===== config.mk =====
export PLATFORM = sky130hd
export DESIGN_NAME = intr_arbiter_flat
export DESIGN_NICKNAME = d
export VERILOG_FILES = /design/src/rtl/intr_arbiter_pkg.sv /design/src/rtl/intr_arbiter_if.sv /design/src/rtl/intr_gateway.sv /design/src/rtl/intr_arbiter.sv /design/src/flat_wrapper.sv
export SDC_FILE = /design/constraint.sdc
export NUM_CORES = 1
export LEC_CHECK = 0
export BUFFER_PORTS_ARGS = -buffer_cell sky130_fd_sc_hd__buf_2
export CORE_MARGIN = 2
export CORE_UTILIZATION = 44
export CTS_CLUSTER_SIZE = 10
export DETAILED_ROUTE_END_ITERATION = 8
export GPL_TIMING_DRIVEN = 0
export HOLD_SLACK_MARGIN = 0.08
export MAX_ROUTING_LAYER = met4
export PLACE_DENSITY = 0.68
export REMOVE_ABC_BUFFERS = 1
export SLEW_MARGIN = 5
export SYNTH_ARGS = -nofsm -noshare
export SYNTH_HDL_FRONTEND = slang
export SYNTH_SLANG_ARGS = --single-unit

===== constraint.sdc =====
create_clock -name clk_i -period 10.84 [get_ports clk_i]
set_clock_uncertainty 0.2 [all_clocks]
set_input_delay 2.168 -clock clk_i [delete_from_list [all_inputs] [get_ports clk_i]]
set_output_delay 2.168 -clock clk_i [all_outputs]
set_load 0.02 [all_outputs]

===== src/rtl/intr_arbiter_pkg.sv =====
// rtl/intr_arbiter_pkg.sv - shared types and ID/index helpers for the interrupt arbiter
package intr_arbiter_pkg;

    typedef enum logic [1:0] {
        GwIdle      = 2'd0,
        GwPending   = 2'd1,
        GwInService = 2'd2
    } gw_state_e;

    // Source index i is reported to software as ID i+1; ID 0 is reserved for "none".
    function automatic int unsigned idx_to_id(int unsigned idx);
        return idx + 1;
    endfunction

    function automatic int unsigned id_to_idx(int unsigned id);
        return id - 1;
    endfunction

endpackage


===== src/rtl/intr_arbiter_if.sv =====
// rtl/intr_arbiter_if.sv - claim/complete/irq bus between the arbiter and the core
interface intr_arbiter_if #(
    parameter int IdWidth = 4
);
    logic               claim_req_i;
    logic               claim_valid_o;
    logic [IdWidth-1:0] claim_id_o;
    logic               complete_req_i;
    logic [IdWidth-1:0] complete_id_i;
    logic               irq_o;
    logic [IdWidth-1:0] irq_id_o;

    modport master (
        output claim_req_i, complete_req_i, complete_id_i,
        input  claim_valid_o, claim_id_o, irq_o, irq_id_o
    );

    modport slave (
        input  claim_req_i, complete_req_i, complete_id_i,
        output claim_valid_o, claim_id_o, irq_o, irq_id_o
    );
endinterface


===== src/rtl/intr_gateway.sv =====
// rtl/intr_gateway.sv - per-source IDLE/PENDING/IN_SERVICE gateway
module intr_gateway
    import intr_arbiter_pkg::*;
(
    input  logic clk_i,
    input  logic rst_i,
    input  logic line,
    input  logic claim_hit,
    input  logic complete_hit,
    output logic pending,
    output logic in_service
);

    gw_state_e state;

    // Pending is sticky and the line is ignored while in service.
    always_ff @(posedge clk_i or posedge rst_i) begin
        if (rst_i) begin
            state      <= GwIdle;
            pending    <= 1'b0;
            in_service <= 1'b0;
        end else begin
            case (state)
                GwIdle: begin
                    if (line) begin
                        state   <= GwPending;
                        pending <= 1'b1;
                    end
                end
                GwPending: begin
                    if (claim_hit) begin
                        state      <= GwInService;
                        pending    <= 1'b0;
                        in_service <= 1'b1;
                    end
                end
                GwInService: begin
                    if (complete_hit) begin
                        state      <= GwIdle;
                        in_service <= 1'b0;
                    end
                end
                default: begin
                    state      <= GwIdle;
                    pending    <= 1'b0;
                    in_service <= 1'b0;
                end
            endcase
        end
    end

endmodule


===== src/rtl/intr_arbiter.sv =====
// rtl/intr_arbiter.sv - PLIC-style interrupt target arbiter with threshold and claim/complete
module intr_arbiter
    import intr_arbiter_pkg::*;
#(
    parameter int NumSrc    = 8,
    parameter int PrioWidth = 3,
    parameter int IdWidth   = $clog2(NumSrc + 1)
) (
    input  logic                        clk_i,
    input  logic                        rst_i,
    input  logic [NumSrc-1:0]           intr_src_i,
    input  logic [NumSrc*PrioWidth-1:0] prio_i,
    input  logic [PrioWidth-1:0]        threshold_i,
    output logic [NumSrc-1:0]           pending_o,
    output logic [NumSrc-1:0]           in_service_o,
    intr_arbiter_if.slave               bus
);

    logic [IdWidth-1:0]   win_id;
    logic [PrioWidth-1:0] win_prio;
    logic                 found;
    logic [NumSrc-1:0]    claim_hit;
    logic [NumSrc-1:0]    complete_hit;

    // Strict greater-than keeps the lowest index on a priority tie.
    always_comb begin
        win_id   = '0;
        win_prio = '0;
        found    = 1'b0;
        for (int i = 0; i < NumSrc; i++) begin
            if (pending_o[i] && (prio_i[i*PrioWidth +: PrioWidth] > threshold_i) &&
                (!found || (prio_i[i*PrioWidth +: PrioWidth] > win_prio))) begin
                found    = 1'b1;
                win_prio = prio_i[i*PrioWidth +: PrioWidth];
                win_id   = IdWidth'(idx_to_id(i));
            end
        end
    end

    for (genvar g = 0; g < NumSrc; g++) begin : g_src
        // IDs 0 and > NumSrc match no source, so they fall through harmlessly.
        assign claim_hit[g]    = bus.claim_req_i && (win_id == IdWidth'(idx_to_id(g)));
        assign complete_hit[g] = bus.complete_req_i &&
                                 (bus.complete_id_i == IdWidth'(idx_to_id(g)));

        intr_gateway u_gw (
            .clk_i        (clk_i),
            .rst_i        (rst_i),
            .line         (intr_src_i[g]),
            .claim_hit    (claim_hit[g]),
            .complete_hit (complete_hit[g]),
            .pending      (pending_o[g]),
            .in_service   (in_service_o[g])
        );
    end

    always_ff @(posedge clk_i or posedge rst_i) begin
        if (rst_i) begin
            bus.irq_o         <= 1'b0;
            bus.irq_id_o      <= '0;
            bus.claim_valid_o <= 1'b0;
            bus.claim_id_o    <= '0;
        end else begin
            bus.irq_o         <= found;
            bus.irq_id_o      <= win_id;
            bus.claim_valid_o <= bus.claim_req_i;
            if (bus.claim_req_i) begin
                bus.claim_id_o <= win_id;
            end
        end
    end

endmodule


===== src/flat_wrapper.sv =====
// flat-port wrapper written by rule: the top's interface ports become plain ports
module intr_arbiter_flat import intr_arbiter_pkg::*;
#(
    parameter int NumSrc    = 8,
    parameter int PrioWidth = 3,
    parameter int IdWidth   = $clog2(NumSrc + 1)
)
  (clk_i, rst_i, intr_src_i, prio_i, threshold_i, pending_o, in_service_o, bus_claim_req_i, bus_complete_req_i, bus_complete_id_i, bus_claim_valid_o, bus_claim_id_o, bus_irq_o, bus_irq_id_o);
  intr_arbiter_if #(.IdWidth(IdWidth)) bus_i ();
  input  logic clk_i;
  input  logic rst_i;
  input  logic [NumSrc-1:0] intr_src_i;
  input  logic [NumSrc*PrioWidth-1:0] prio_i;
  input  logic [PrioWidth-1:0] threshold_i;
  output logic [NumSrc-1:0] pending_o;
  output logic [NumSrc-1:0] in_service_o;
  input wire logic [$bits(bus_i.claim_req_i)-1:0] bus_claim_req_i;
  input wire logic [$bits(bus_i.complete_req_i)-1:0] bus_complete_req_i;
  input wire logic [$bits(bus_i.complete_id_i)-1:0] bus_complete_id_i;
  output wire logic [$bits(bus_i.claim_valid_o)-1:0] bus_claim_valid_o;
  output wire logic [$bits(bus_i.claim_id_o)-1:0] bus_claim_id_o;
  output wire logic [$bits(bus_i.irq_o)-1:0] bus_irq_o;
  output wire logic [$bits(bus_i.irq_id_o)-1:0] bus_irq_id_o;
  assign bus_i.claim_req_i = bus_claim_req_i;
  assign bus_i.complete_req_i = bus_complete_req_i;
  assign bus_i.complete_id_i = bus_complete_id_i;
  assign bus_claim_valid_o = bus_i.claim_valid_o;
  assign bus_claim_id_o = bus_i.claim_id_o;
  assign bus_irq_o = bus_i.irq_o;
  assign bus_irq_id_o = bus_i.irq_id_o;
  intr_arbiter #(.NumSrc(NumSrc), .PrioWidth(PrioWidth), .IdWidth(IdWidth)) u_core (.clk_i(clk_i), .rst_i(rst_i), .intr_src_i(intr_src_i), .prio_i(prio_i), .threshold_i(threshold_i), .pending_o(pending_o), .in_service_o(in_service_o), .bus(bus_i));
endmodule

Word level (Yosys, flattened, before mapping) --
Index checks and enable logic that the tools add are counted.
Operators by class: multiplexer cells 103, magnitude comparators 15, reductions and logical operators 77, bitwise gates (word level) 16, equality and inequality tests 56
Operators with widths (count):
- AND reduction 3 bit | 24
- two-way mux 2 bit | 24
- != test 2 bit (second input constant) | 24
- case mux 1 bit (3 select lines) | 16
- case mux 2 bit (3 select lines) | 8
- > comparator 3 bit | 15
- two-way mux 1 bit | 41
- == test 4 x 3 -> 1 bit (second input constant) | 8
- logical AND 1 bit | 31
- two-way mux 4 bit | 7
- two-way mux 3 bit | 7
- == test 2 x 1 -> 1 bit (second input constant) | 8
- == test 2 bit (second input constant) | 8
- == test 4 x 2 -> 1 bit (second input constant) | 4
- logical NOT 2 bit | 8
- inverter 1 bit | 16
- == test 4 x 1 -> 1 bit (second input constant) | 2
- == test 4 bit (second input constant) | 2
- logical NOT 1 bit | 7
- logical OR 1 bit | 7
Storage, ports and cells: register bits after elaboration 42, output and inout bits 26, bits of input ports 43

Longest topological paths before layout --
Gate-level depths: netlist of the first run.
word-level depth 35, gate-level depth with buffers 63, mapped depth without buffers 60

Hierarchy --
A second synthesis of the first run with hierarchy kept.
Unflattened totals: cell total of the unflattened synthesis 394, area total of the unflattened synthesis 3418.3 um^2
By module, submodules not included:
- intr_arbiter | area an instance 2057.0 um^2, times used 1, seq. area each 250.2 um^2, cells each 258
- intr_gateway | area an instance 170.2 um^2, times used 8, seq. area each 100.1 um^2, cells each 17

Worst setup path after synthesis of the first run --
No wires, ideal clock.
path kind input to register, from input threshold_i[1], to register u_core.g_src[2].u_gw.state[0], path slack -2.196 ns, required time 10.517 ns, path buffers 3, arrival time 12.714 ns, library setup time 0.123 ns, stages 59, path through inv_1 > ha_1 > a32oi_1 > and2_1 > buf_6 > nand2_1 > ha_1 > nor2b_1 > o21a_1 > o21ai_1 > o21a_1 > a22o_1 > inv_1 > ha_1 > nor2b_1 > o21a_1 > o21ai_1 > a21boi_0 > [... 23 more ...] > o31a_1 > ha_1 > nor2b_1 > o21a_1 > o21ai_0 > nor2_1 > a31oi_1 > nand2_1 > o31a_1 > ha_1 > a21o_1 > a21oi_1 > a311o_1 > o21ai_1 > buf_2 > and4b_1 > nand2_1 > o221a_2
Between the ends: cells in the longest elaborated chain, start to end 35, elaborated cells on any way between the ends 70
RTL lines:
- start: declaration | line flat_wrapper.sv:14 | input logic [PrioWidth-1:0] threshold_i;
- > comparator 3 bit | line intr_arbiter.sv:31 | if (pending_o[i] && (prio_i[i*PrioWidth +: PrioWidth] > threshold_i) &&
- logical AND 1 bit | line intr_arbiter.sv:31
- two-way mux 3 bit or two-way mux 1 bit (tied branches) | line intr_arbiter.sv:31
- > comparator 3 bit or logical NOT 1 bit (tied branches) | line intr_arbiter.sv:32 | (!found || (prio_i[i*PrioWidth +: PrioWidth] > win_prio))) begin
- logical OR 1 bit | line intr_arbiter.sv:32
- logical AND 1 bit | line intr_arbiter.sv:31
- two-way mux 3 bit or two-way mux 1 bit (tied branches) | line intr_arbiter.sv:31
- > comparator 3 bit or logical NOT 1 bit (tied branches) | line intr_arbiter.sv:32
- [... 20 more ...]
- logical OR 1 bit | line intr_arbiter.sv:32
- logical AND 1 bit | line intr_arbiter.sv:31
- two-way mux 4 bit * | line intr_arbiter.sv:31
- named net u_core.win_id[3] | line intr_arbiter.sv:19 | logic [IdWidth-1:0] win_id;
- == test 4 x 2 -> 1 bit * | line intr_arbiter.sv:42 | assign claim_hit[g] = bus.claim_req_i && (win_id == IdWidth'(idx_to_id(g)));
- logical AND 1 bit * | line intr_arbiter.sv:42
- != test 2 bit (no source line) *
- AND reduction 3 bit (no source line) *
- end signal: assignment | line intr_gateway.sv:32 | state <= GwInService;
- end signal: assignment | line intr_gateway.sv:39 | state <= GwIdle;
- end signal: assignment | line intr_gateway.sv:44 | state <= GwIdle;
- end: declaration | line intr_gateway.sv:14 | gw_state_e state;
The timed path passes the listed nets; every way through them passes the cells marked *. A chain may end at the register's enable or synchronous reset.

Worst setup path after layout of the first run --
from input threshold_i[1], to register u_core.g_src[6].u_gw.pending
Between the ends: cells in the longest elaborated chain, start to end 35, elaborated cells on any way between the ends 70
RTL lines:
- > comparator 3 bit | line intr_arbiter.sv:31
- logical AND 1 bit | line intr_arbiter.sv:31
- two-way mux 3 bit or two-way mux 1 bit (tied branches) | line intr_arbiter.sv:31
- > comparator 3 bit or logical NOT 1 bit (tied branches) | line intr_arbiter.sv:32
- logical OR 1 bit | line intr_arbiter.sv:32
- logical AND 1 bit | line intr_arbiter.sv:31
- two-way mux 3 bit or two-way mux 1 bit (tied branches) | line intr_arbiter.sv:31
- > comparator 3 bit or logical NOT 1 bit (tied branches) | line intr_arbiter.sv:32
- [... 19 more ...]
- > comparator 3 bit or logical NOT 1 bit (tied branches) | line intr_arbiter.sv:32
- logical OR 1 bit | line intr_arbiter.sv:32
- logical AND 1 bit | line intr_arbiter.sv:31
- two-way mux 4 bit * | line intr_arbiter.sv:31
- == test 4 x 3 -> 1 bit * | line intr_arbiter.sv:42
- logical AND 1 bit * | line intr_arbiter.sv:42
- != test 2 bit (no source line) *
- AND reduction 3 bit (no source line) *
- end signal: assignment | line intr_gateway.sv:27 | pending <= 1'b1;
- end signal: assignment | line intr_gateway.sv:33 | pending <= 1'b0;
- end signal: assignment | line intr_gateway.sv:45 | pending <= 1'b0;
- end: declaration | line intr_gateway.sv:10 | output logic pending,
Every way passes the cells marked *; elsewhere a longest branch is shown, timed or not.

==> results.py, run 1 <==
metrics = {
    "hold_path": {
        "hp-class": "flip-flop to flip-flop",
        "min_from": "u_core.g_src[0].u_gw.state[1]",
        "worstHoldPathCells": 1,
        "whs_endpoint": "u_core.g_src[0].u_gw.state[0]",
    },
    "sta": {
        "worstMarginPinSlew_ps": 628,
        "fin_ws_ps": -1540,
        "min_period_ps": 12380,
        "hold_viol": 0,
        "setup_viol": 40,
        "finalCritPeriodShare_pct": 114,
        "fmax_mhz": 80.7,
        "slew_viol_final": 0,
        "relSlewSlack_pct": 58.1,
        "rsz0062_at_grt": "yes",
        "holdWs_ps": 272,
    },
    "clock_tree": {
        "cts_tree": "built",
        "cts-buffers-inserted": 5,
        "cts-root-buf": "clkbuf_8",
        "insertion_delay_ps": 290,
        "clk_pin_slew_ps": 80,
        "clk_path_buf_depth": 2,
        "htreeDepth": 2,
        "hold_buffers": 0,
        "cts_sinks": 42,
    },
    "power": {
        "power_mw": 1.29,
        "power.share.sequential_pct": 22.2,
        "p_int_mw": 0.708,
        "p_sw_mw": 0.577,
        "p_sw_share_pct": 44.9,
        "p_leak_nw": 2.19,
        "p_per_area_mw_per_mm2": 264,
        "pwr-share-comb_pct": 68.3,
        "p_clk_share_pct": 9.4,
        "vdd_drop_max_v": 0.000176,
    },
    "route": {
        "drc": 0,
        "totalWireLength_um": 10300,
        "viasPerCell": 5.85,
        "ant_nets": 0,
        "dr.pass1.iters": 5,
        "drt-initial-drc-count": 141,
        "wl_per_cell_um": 17.3,
        "dr_total_vias": 3479,
    },
    "setup_path": {
        "timing.rr.start": "u_core.g_src[0].u_gw.pending",
        "crit_family": "compound AO/OA/AOI/OAI gates",
        "r2r_slack_ps": 560,
        "cpPeakStageDelay_ps": 330,
        "critPathKind": "input pin to flip-flop",
        "critPathArrivalTime_ps": 12360,
        "crit_start": "threshold_i[1]",
        "crit_path_max_fanout": 6,
        "critPathCaptureType": "flip-flop",
        "cp.required_ps": 10820,
        "critPathBufInv": 6,
        "r2r_end": "u_core.g_src[6].u_gw.pending",
        "crit_path_frequent_cell": "o21a_1",
        "critPathSlowestCell": "o31a_1",
        "start_kind": "input pin",
        "r2r_cells": 57,
    },
    "global_routing": {
        "track_usage_pct": 23.1,
        "grt-busiest-layer": "met2",
        "overflow": 0,
        "grt_pass1_vias": 3304,
        "met3_usage_pct": 2.57,
        "grt_pass1_wl_um": 15800,
        "grt_max_degree": 29,
        "antenna_found_initial": 1,
        "grt.met2_usage_pct": 39.6,
        "grt_use_met1_pct": 29.9,
    },
    "floorplanning": {
        "dieArea_mm2": 0.00883,
        "die-width_um": 93.9,
        "initial_core_util_pct": 45.8,
        "die_h_um": 93.9,
        "ios": 69,
        "core_mm2": 0.00777,
        "row_count": 32,
    },
    "cells_and_area": {
        "nNetsFinal": 579,
        "fin_cells": 595,
        "syn_to_final_growth_pct": 36.9,
        "nFillCells": 639,
        "layout-drive-gt1-share_pct": 45.3,
    },
    "synthesis": {
        "yosys-top-cells-area": "dfrtp_1 30%, ha_1 16%, buf_4 3.4%",
        "netlist.area_leader.share_pct": 29.5,
        "yosysUniqueCellTypes": 68,
        "synth_edf_count": 0,
        "yosysTopAreaCell": "dfrtp_1",
        "synthFlopType": "dfrtp_1",
        "synth-async-reset-ratio_pct": 100,
        "post-synth-top-count-cell": "ha_1",
        "ys_seq_area_share_pct": 29.5,
        "synthCells": 389,
        "ys_seq_elements": 42,
        "syn_area_mm2": 0.00356,
        "synth_area_per_cell_um2": 9.15,
        "yosysWarnings": 0,
        "synth_commonest_cells": "45 x ha_1, 42 x dfrtp_1, 31 x inv_1",
    },
    "placement": {
        "port_buffers": 68,
        "post-place-cells": 539,
        "place_congestion": 0.867,
        "hpwl_um": 6980,
    },
    "job": {
        "drv_cap": 0,
    },
    "outcome": {
        "violations": "setup timing",
        "outcome": "finished, violations left",
    },
}
## what timing repair did
action                                  CTS  global route
endpoints found under the setup margin   40            40
pin swaps                                39            42
setup buffers                            35            12
gates cloned                              0             0
gates resized for setup                  62            45
## layout make-up
class,count,area [µm²],share of cell area [%]
Multi-Input combinational cell,295,2730,56.0
Sequential cell,42,1050,21.6
Antenna cell,1,2.50,0.0513
Tap cell,102,128,2.62
Inverter,31,124,2.54
Clock buffer,7,76.3,1.57
Clock inverter,1,30.0,0.616
Timing Repair Buffer,116,734,15.1
## worst max path at each step
stage          slack, ps                       endpoint  depth (start not counted)
6_report           -1540   u_core.g_src[6].u_gw.pending                         61
5_1_grt            -1960   u_core.g_src[6].u_gw.pending                         64
4_1_cts            -1510  u_core.g_src[3].u_gw.state[0]                         60
3_5_place_dp       -4610  u_core.g_src[3].u_gw.state[1]                         57
3_3_place_gp       -4360  u_core.g_src[3].u_gw.state[0]                         57
2_1_floorplan      -2370  u_core.g_src[6].u_gw.state[1]                         56
## cells by family (layout without fill, tap and decap cells)
| kind of cell | after synthesis | after routing | synth area share (%) |
|---|---|---|---|
| AOI/OAI and AO/OA | 129 | 129 | 28.3 |
| other | 0 | 1 | 0 |
| and+or+nand+nor | 115 | 115 | 17.1 |
| DFF | 42 | 42 | 29.5 |
| buffers and inverters | 52 | 155 | 7.49 |
| muxes | 6 | 6 | 1.83 |
| adders and majority gates | 45 | 45 | 15.8 |
## power by group through the flow
stage	clock network [mW]	registers, mW	logic, mW
2_1_floorplan	0	0.324	0.383
3_3_place_gp	0	0.281	0.573
3_5_place_dp	0	0.284	0.593
4_1_cts	0.123	0.282	0.758
5_1_grt	0.129	0.294	0.944
6_report	0.121	0.286	0.879
## state kept, by name (all words and copies together), names as in the netlist
signal,flops
u_core.bus.claim_id_o,4
u_core.bus.irq_id_o,4
u_core.g_src.u_gw.state,16
u_core.g_src.u_gw.pending,8
u_core.bus.irq_o,1
u_core.g_src.u_gw.in_service,8
u_core.bus.claim_valid_o,1
## per-stage QoR
step                TNS [ps]  area, µm²  util [%]  setup WS [ps]
global route          -73060       4870      62.7          -1960
floorplan             -86870       3410         -          -2370
detailed placement   -173550       3900      50.2          -4610
finish                -56080       4870      62.7          -1540
CTS                   -53960       4550      58.6          -1510
global placement     -163880       3880      49.9          -4360
## metal layers
metal	wire length (µm)	part of all wire, %
met2	5170	50
met5	0	0
met3	535	5.2
met4	106	1.0
met1	4460	43
## cell usage in the layout (no fill, tap or decap), types with 3 or more instances in the layout
master     instances
a31oi_1           10
o21ai_2            7
inv_1             27
nand3_1           12
a311oi_2           3
buf_6              5
o21ai_4            3
or2_4              3
o22ai_1            5
dfrtp_1           42
nor2b_4            5
nor2_4             3
nor2b_1           11
o21bai_1           3
o31a_1             4
o31ai_2            6
ha_1              33
a2bb2oi_2          4
mux2_2             3
o21ai_1            5
o21ai_0            6
clkbuf_8           5
buf_4             43
ha_2               3
a21oi_1            8
nor3_4             3
ha_4               9
nand2_1           22
o2111ai_1          3
o21a_1            16
nand2_2            5
nor2_1            24
a22oi_1            4
buf_2             67
a31o_2             4
Note: power is estimated with default switching activity, not from simulation.
==> run 2, diff against run 1 <==
SETUP_SLACK_MARGIN = 0.2   (was not set)
==> run 2 against run 1 <==
  * The run still ends with setup timing left
  * Power shrank 0.47%
  * Clock-buffer cell count did not move
  * Maximum frequency shrank 0.21%
  * Routed wire length increased by 0.31%
  * Sequential power about the same
  * Flip-flop and latch count unchanged
  * Non-clock buffer count unchanged
  * Critical endpoint is now u_core.g_src[6].u_gw.state[1]
==> results.py, run 2 (synthesis results as in run 1) <==
metrics = {
    "floorplanning": {
        "die-width_um": 93.9,
        "die_h_um": 93.9,
        "ios": 69,
        "core_mm2": 0.00777,
        "row_count": 32,
        "dieArea_mm2": 0.00883,
        "initial_core_util_pct": 45.8,
    },
    "clock_tree": {
        "cts_sinks": 42,
        "clk_path_buf_depth": 2,
        "insertion_delay_ps": 290,
        "htreeDepth": 2,
        "hold_buffers": 0,
        "cts-buffers-inserted": 5,
        "clk_pin_slew_ps": 80,
        "cts_tree": "built",
        "cts-root-buf": "clkbuf_8",
    },
    "cells_and_area": {
        "largestRegisters": "u_core.g_src.u_gw.state: 16 flops, u_core.g_src.u_gw.in_service: 8 flops, u_core.g_src.u_gw.pending: 8 flops",
        "syn_to_final_growth_pct": 36.5,
        "fin_util_pct": 62.6,
        "top_register": "u_core.g_src.u_gw.state",
        "layout-drive-gt1-share_pct": 44.7,
        "fin_cells": 595,
        "nNetsFinal": 579,
        "layout_commonest_cell": "buf_2",
        "largest_register_ffs": 16,
        "mostFrequentLayoutCells": "67 x buf_2, 43 x buf_4, 42 x dfrtp_1, 34 x ha_1, 27 x inv_1",
    },
    "outcome": {
        "outcome": "finished, violations left",
        "violations": "setup timing",
    },
    "sta": {
        "rsz0062_at_grt": "yes",
        "fin_ws_ps": -1570,
        "worstMarginPinSlew_ps": 637,
        "setup_viol": 40,
        "relSlewSlack_pct": 57.5,
        "fmax_mhz": 80.6,
        "min_period_ps": 12410,
        "hold_viol": 0,
        "finalCritPeriodShare_pct": 114,
        "slew_viol_final": 0,
    },
    "global_routing": {
        "grt_max_degree": 29,
        "track_usage_pct": 23.1,
        "grt_pass1_wl_um": 15800,
        "grt_pass1_vias": 3304,
        "overflow": 0,
        "antenna_found_initial": 1,
    },
    "setup_path": {
        "crit_family": "compound AO/OA/AOI/OAI gates",
        "crit_path_max_fanout": 6,
        "critPathArrivalTime_ps": 12400,
        "cpPeakStageDelay_ps": 350,
        "timing.rr.start": "u_core.g_src[0].u_gw.pending",
        "start_kind": "input pin",
        "critPathSlowestCell": "mux2i_1",
        "critPathKind": "input pin to flip-flop",
        "critPathBufInv": 5,
        "crit_path_frequent_cell": "o21a_1",
        "critPathCaptureType": "flip-flop",
        "cp.required_ps": 10830,
        "crit_start": "threshold_i[1]",
    },
    "power": {
        "pwr-share-comb_pct": 68.3,
        "p_leak_nw": 2.18,
        "p_sw_mw": 0.575,
        "p_per_area_mw_per_mm2": 263,
        "p_int_mw": 0.704,
        "p_clk_share_pct": 9.5,
        "p_sw_share_pct": 45.0,
        "vdd_drop_max_v": 0.000175,
        "power.share.sequential_pct": 22.3,
    },
    "placement": {
        "hpwl_um": 6980,
        "post-place-cells": 539,
        "place_congestion": 0.867,
        "port_buffers": 68,
    },
    "route": {
        "drt-initial-drc-count": 123,
        "viasPerCell": 5.83,
        "ant_nets": 0,
        "dr.pass1.iters": 4,
        "dr_total_vias": 3471,
        "wl_per_cell_um": 17.3,
        "totalWireLength_um": 10300,
        "drc": 0,
    },
    "job": {
        "drv_cap": 0,
    },
    "hold_path": {
        "min_from": "u_core.g_src[0].u_gw.state[1]",
        "hp-class": "flip-flop to flip-flop",
    },
}
-- run 2: through the flow --
step                instance area [µm²]  worst slack, ps  hold WS, ps  TNS, ps  total power, mW
finish                             4860            -1570          272   -57640             1.28
floorplan                          3410            -2370          240   -86870            0.708
CTS                                4550            -1510          274   -53960             1.16
global route                       4860            -1940          297   -72850             1.36
detailed placement                 3900            -4610          261  -173550            0.877
global placement                   3880            -4360          258  -163880            0.854
-- run 2: worst paths after layout --
kind	endpoint	slack, ps	cells past startpoint
worst max-delay path	u_core.g_src[6].u_gw.state[1]	-1570	59
worst min-delay path	u_core.g_src[0].u_gw.state[0]	270	1
worst max register to register	u_core.g_src[6].u_gw.state[1]	530	55
worst min register to register	u_core.g_src[0].u_gw.state[0]	270	1
max in group asynchronous	u_core.g_src[0].u_gw.state[1]	8340	3
min in group asynchronous	u_core.g_src[6].u_gw.state[1]	1630	2
-- run 2: cell type report --
cell class	instances	area, µm²
inverter	31	124
timing repair buffer	116	734
tap	102	128
clock inverter	1	30.0
multi-input combinational	295	2710
clock buffer	7	76.3
fill	643	2910
sequential	42	1050
antenna	1	2.50
-- run 2: metal layers --
layer | up-vias | global-route usage (%) | part of all wire (%)
li1 | 1656 | - | -
met1 | 1681 | 29.9 | 43
met2 | 113 | 39.6 | 50
met3 | 21 | 2.57 | 5.0
met4 | 0 | 4.23 | 1.6
met5 | - | - | 0
-- run 2: repair_timing --
item | CTS | global route
setup endpoints to repair | 40 | 40
resized for setup | 62 | 40
buffers inserted | 35 | 12
pin swaps | 39 | 38
-- run 2: power groups by stage --
stage / Clock [mW] / Combinational, mW / Sequential, mW
after floorplan: 0 / 0.383 / 0.324
after global placement: 0 / 0.573 / 0.281
after detailed placement: 0 / 0.593 / 0.284
after CTS: 0.123 / 0.758 / 0.282
after global routing: 0.129 / 0.940 / 0.293
final: 0.121 / 0.874 / 0.285
==> run 3, diff against run 2 <==
ABC_AREA = 1   (was not set)
==> run 3 against run 2 <==
  * The run now ends clean
  * Register-to-register slack better by 2200 ps
  * Sequential power down 7.7%
  * Worst setup slack improved by 2300 ps
  * Final cell count increased by 19%
  * Synthesized cell count is 31% higher
  * Flip-flop and latch count stayed put
  * Utilization down 3.9 points
  * First-iteration DRC count shrank 36%
  * Clock-buffer cell count is 1 lower
  * Global-route usage decreased by 3.5 points
  * Combinational power fell by 1%
  * Sequential share of layout area is 0.40 points higher
  * Largest cell class unchanged
  * Largest power group unchanged
==> results.py, run 3 <==
metrics = {
    "synthesis": {
        "synth-async-reset-ratio_pct": 100,
        "yosys-top-cells-area": "dfrtp_1 29%, ha_1 15%, nand2_1 15%",
        "synthCells": 511,
        "ys_seq_elements": 42,
        "synthFlopType": "dfrtp_1",
        "yosysUniqueCellTypes": 26,
        "yosysWarnings": 0,
        "synth_edf_count": 0,
        "yosysTopAreaCell": "dfrtp_1",
        "synth_commonest_cells": "146 x nand2_1, 71 x inv_1, 45 x ha_1",
        "syn_area_mm2": 0.00366,
        "ys_seq_area_share_pct": 28.7,
        "netlist.area_leader.share_pct": 28.7,
        "post-synth-top-count-cell": "nand2_1",
        "synth_area_per_cell_um2": 7.15,
    },
    "route": {
        "viasPerCell": 4.85,
        "totalWireLength_um": 8840,
        "ant_nets": 0,
        "drc": 0,
        "wl_per_cell_um": 12.5,
        "dr.pass1.iters": 4,
        "dr_total_vias": 3427,
        "drt-initial-drc-count": 79,
    },
    "placement": {
        "place_congestion": 0.863,
        "hpwl_um": 6560,
        "port_buffers": 68,
    },
    "sta": {
        "hold_viol": 0,
        "slew_viol_final": 0,
        "holdWs_ps": 273,
        "finalCritPeriodShare_pct": 93.2,
        "relSlewSlack_pct": 74.2,
        "worstMarginPinSlew_ps": 384,
        "rsz0062_at_grt": "no",
        "fmax_mhz": 98.9,
        "setup_viol": 0,
        "min_period_ps": 10110,
    },
    "clock_tree": {
        "clk_pin_slew_ps": 90,
        "cts-root-buf": "clkbuf_8",
        "hold_buffers": 0,
        "cts_tree": "built",
        "htreeDepth": 2,
        "insertion_delay_ps": 300,
        "cts_sinks": 42,
        "clk_path_buf_depth": 2,
        "cts-buffers-inserted": 5,
    },
    "cells_and_area": {
        "n_antenna_cell": 0,
        "syn_to_final_growth_pct": 30.5,
        "top_register": "u_core.g_src.u_gw.state",
        "fin_util_pct": 58.7,
        "largest_register_ffs": 16,
        "layout-drive-gt1-share_pct": 35.8,
        "mostFrequentLayoutCells": "123 x nand2_1, 66 x inv_1, 66 x buf_2, 42 x dfrtp_1, 39 x nor2_1",
        "largestRegisters": "u_core.g_src.u_gw.state: 16 flops, u_core.g_src.u_gw.in_service: 8 flops, u_core.g_src.u_gw.pending: 8 flops",
        "nNetsFinal": 688,
        "nFillCells": 724,
        "layout_commonest_cell": "nand2_1",
    },
    "global_routing": {
        "overflow": 0,
        "grt_pass1_wl_um": 13800,
        "grt_max_degree": 35,
        "antenna_found_initial": 0,
        "track_usage_pct": 19.6,
        "grt_pass1_vias": 3159,
    },
    "outcome": {
        "outcome": "finished clean",
    },
    "setup_path": {
        "start_kind": "input pin",
        "cp.required_ps": 10840,
        "cpPeakStageDelay_ps": 290,
        "critPathKind": "input pin to flip-flop",
        "critPathArrivalTime_ps": 10110,
        "crit_path_frequent_cell": "nand2_1",
        "critPathCaptureType": "flip-flop",
        "crit_path_max_fanout": 7,
        "critPathSlowestCell": "ha_4",
    },
    "floorplanning": {
        "row_count": 33,
        "die_h_um": 95.2,
        "core_mm2": 0.00813,
        "dieArea_mm2": 0.00905,
        "ios": 69,
        "die-width_um": 95.2,
        "initial_core_util_pct": 44.9,
    },
    "job": {
        "drv_cap": 0,
    },
    "power": {
        "vdd_drop_max_v": 0.000126,
        "p_per_area_mw_per_mm2": 262,
        "p_leak_nw": 2.68,
    },
    "hold_path": {
        "hp-class": "flip-flop to flip-flop",
    },
}
[run 3: cell count changes in the layout (fill, tap and decap cells not counted), moves of 11 or more]
| cell | previous run | this run |
|---|---|---|
| nand3_1 | 12 | 36 |
| nand2_2 | 4 | 32 |
| nor2b_1 | 11 | 0 |
| inv_1 | 27 | 66 |
| nand2_1 | 23 | 123 |
| nand2_4 | 1 | 13 |
| buf_4 | 43 | 28 |
| o21a_1 | 16 | 3 |
| nor2_1 | 24 | 39 |
[run 3: final cells by class]
cell class | instances | area [µm²] | share of cell area (%)
timing repair buffer | 98 | 603 | 12.6
sequential | 42 | 1050 | 22.0
clock inverter | 2 | 37.5 | 0.787
tap | 105 | 131 | 2.75
multi-input combinational | 379 | 2580 | 54.2
inverter | 74 | 290 | 6.08
clock buffer | 6 | 72.6 | 1.52
[run 3: per-stage QoR]
stage          std cells  total power [mW]  instance area [µm²]  TNS [ps]  worst slack [ps]
6_report             706              1.25                 4770         0               732
3_5_place_dp         669             0.912                 4030    -14460              -562
3_3_place_gp         668             0.889                 4010     -8090              -365
2_1_floorplan        495             0.756                 3540         0               592
5_1_grt              706              1.37                 4770         0              13.2
4_1_cts              688              1.07                 4280         0               202
[run 3: critical path, delay by kind of cell]
family	cells	cell delay [ps]
buffers and inverters	4	470
adder cells (fa/ha/maj)	8	2080
AND/OR/NAND/NOR	45	4130
AO/OA/AOI/OAI	11	1190
[run 3: kinds of logic after synthesis]
logic type / synth area share (%)
flip-flops: 28.7
buffers and inverters: 10.9
AO/OA/AOI/OAI: 9.07
AND/OR/NAND/NOR: 35.9
adder cells (fa/ha/maj): 15.4
[run 3: power breakdown]
| group | internal (mW) | total [mW] | switching [mW] | leakage, nW |
|---|---|---|---|---|
| clock | 0.0687 | 0.124 | 0.0555 | 0.0514 |
| sequential | 0.220 | 0.263 | 0.0425 | 0.528 |
| combinational | 0.359 | 0.861 | 0.503 | 2.10 |
[run 3: repair_timing]
item	in CTS	in global routing
buffers inserted	11	18
hold endpoints to repair	0	0
endpoints found under the setup margin	34	40
pin swaps	9	52
resized for setup	9	80
[run 3: final timing paths]
check	from	end	slack, ps	cells past startpoint
worst max-delay path	threshold_i[1]	u_core.g_src[5].u_gw.pending	730	68
max in group asynchronous	rst_i	u_core.g_src[0].u_gw.state[1]	8420	3
worst max register to register	u_core.g_src[0].u_gw.pending	u_core.g_src[5].u_gw.pending	2710	65
worst min-delay path	u_core.g_src[5].u_gw.in_service	u_core.g_src[5].u_gw.in_service	270	2
min in group asynchronous	rst_i	u_core.bus.claim_id_o[0]	1570	2
worst min register to register	u_core.g_src[5].u_gw.in_service	u_core.g_src[5].u_gw.in_service	270	2
[run 3: per-layer routing]
layer / track usage, % / wire, µm / up-vias
met1: 25.0 / 3970 / 1551
met3: 2.85 / 355 / 11
li1: - / - / 1802
met2: 32.9 / 4400 / 63
met4: 4.59 / 119 / 0
met5: - / 0 / -
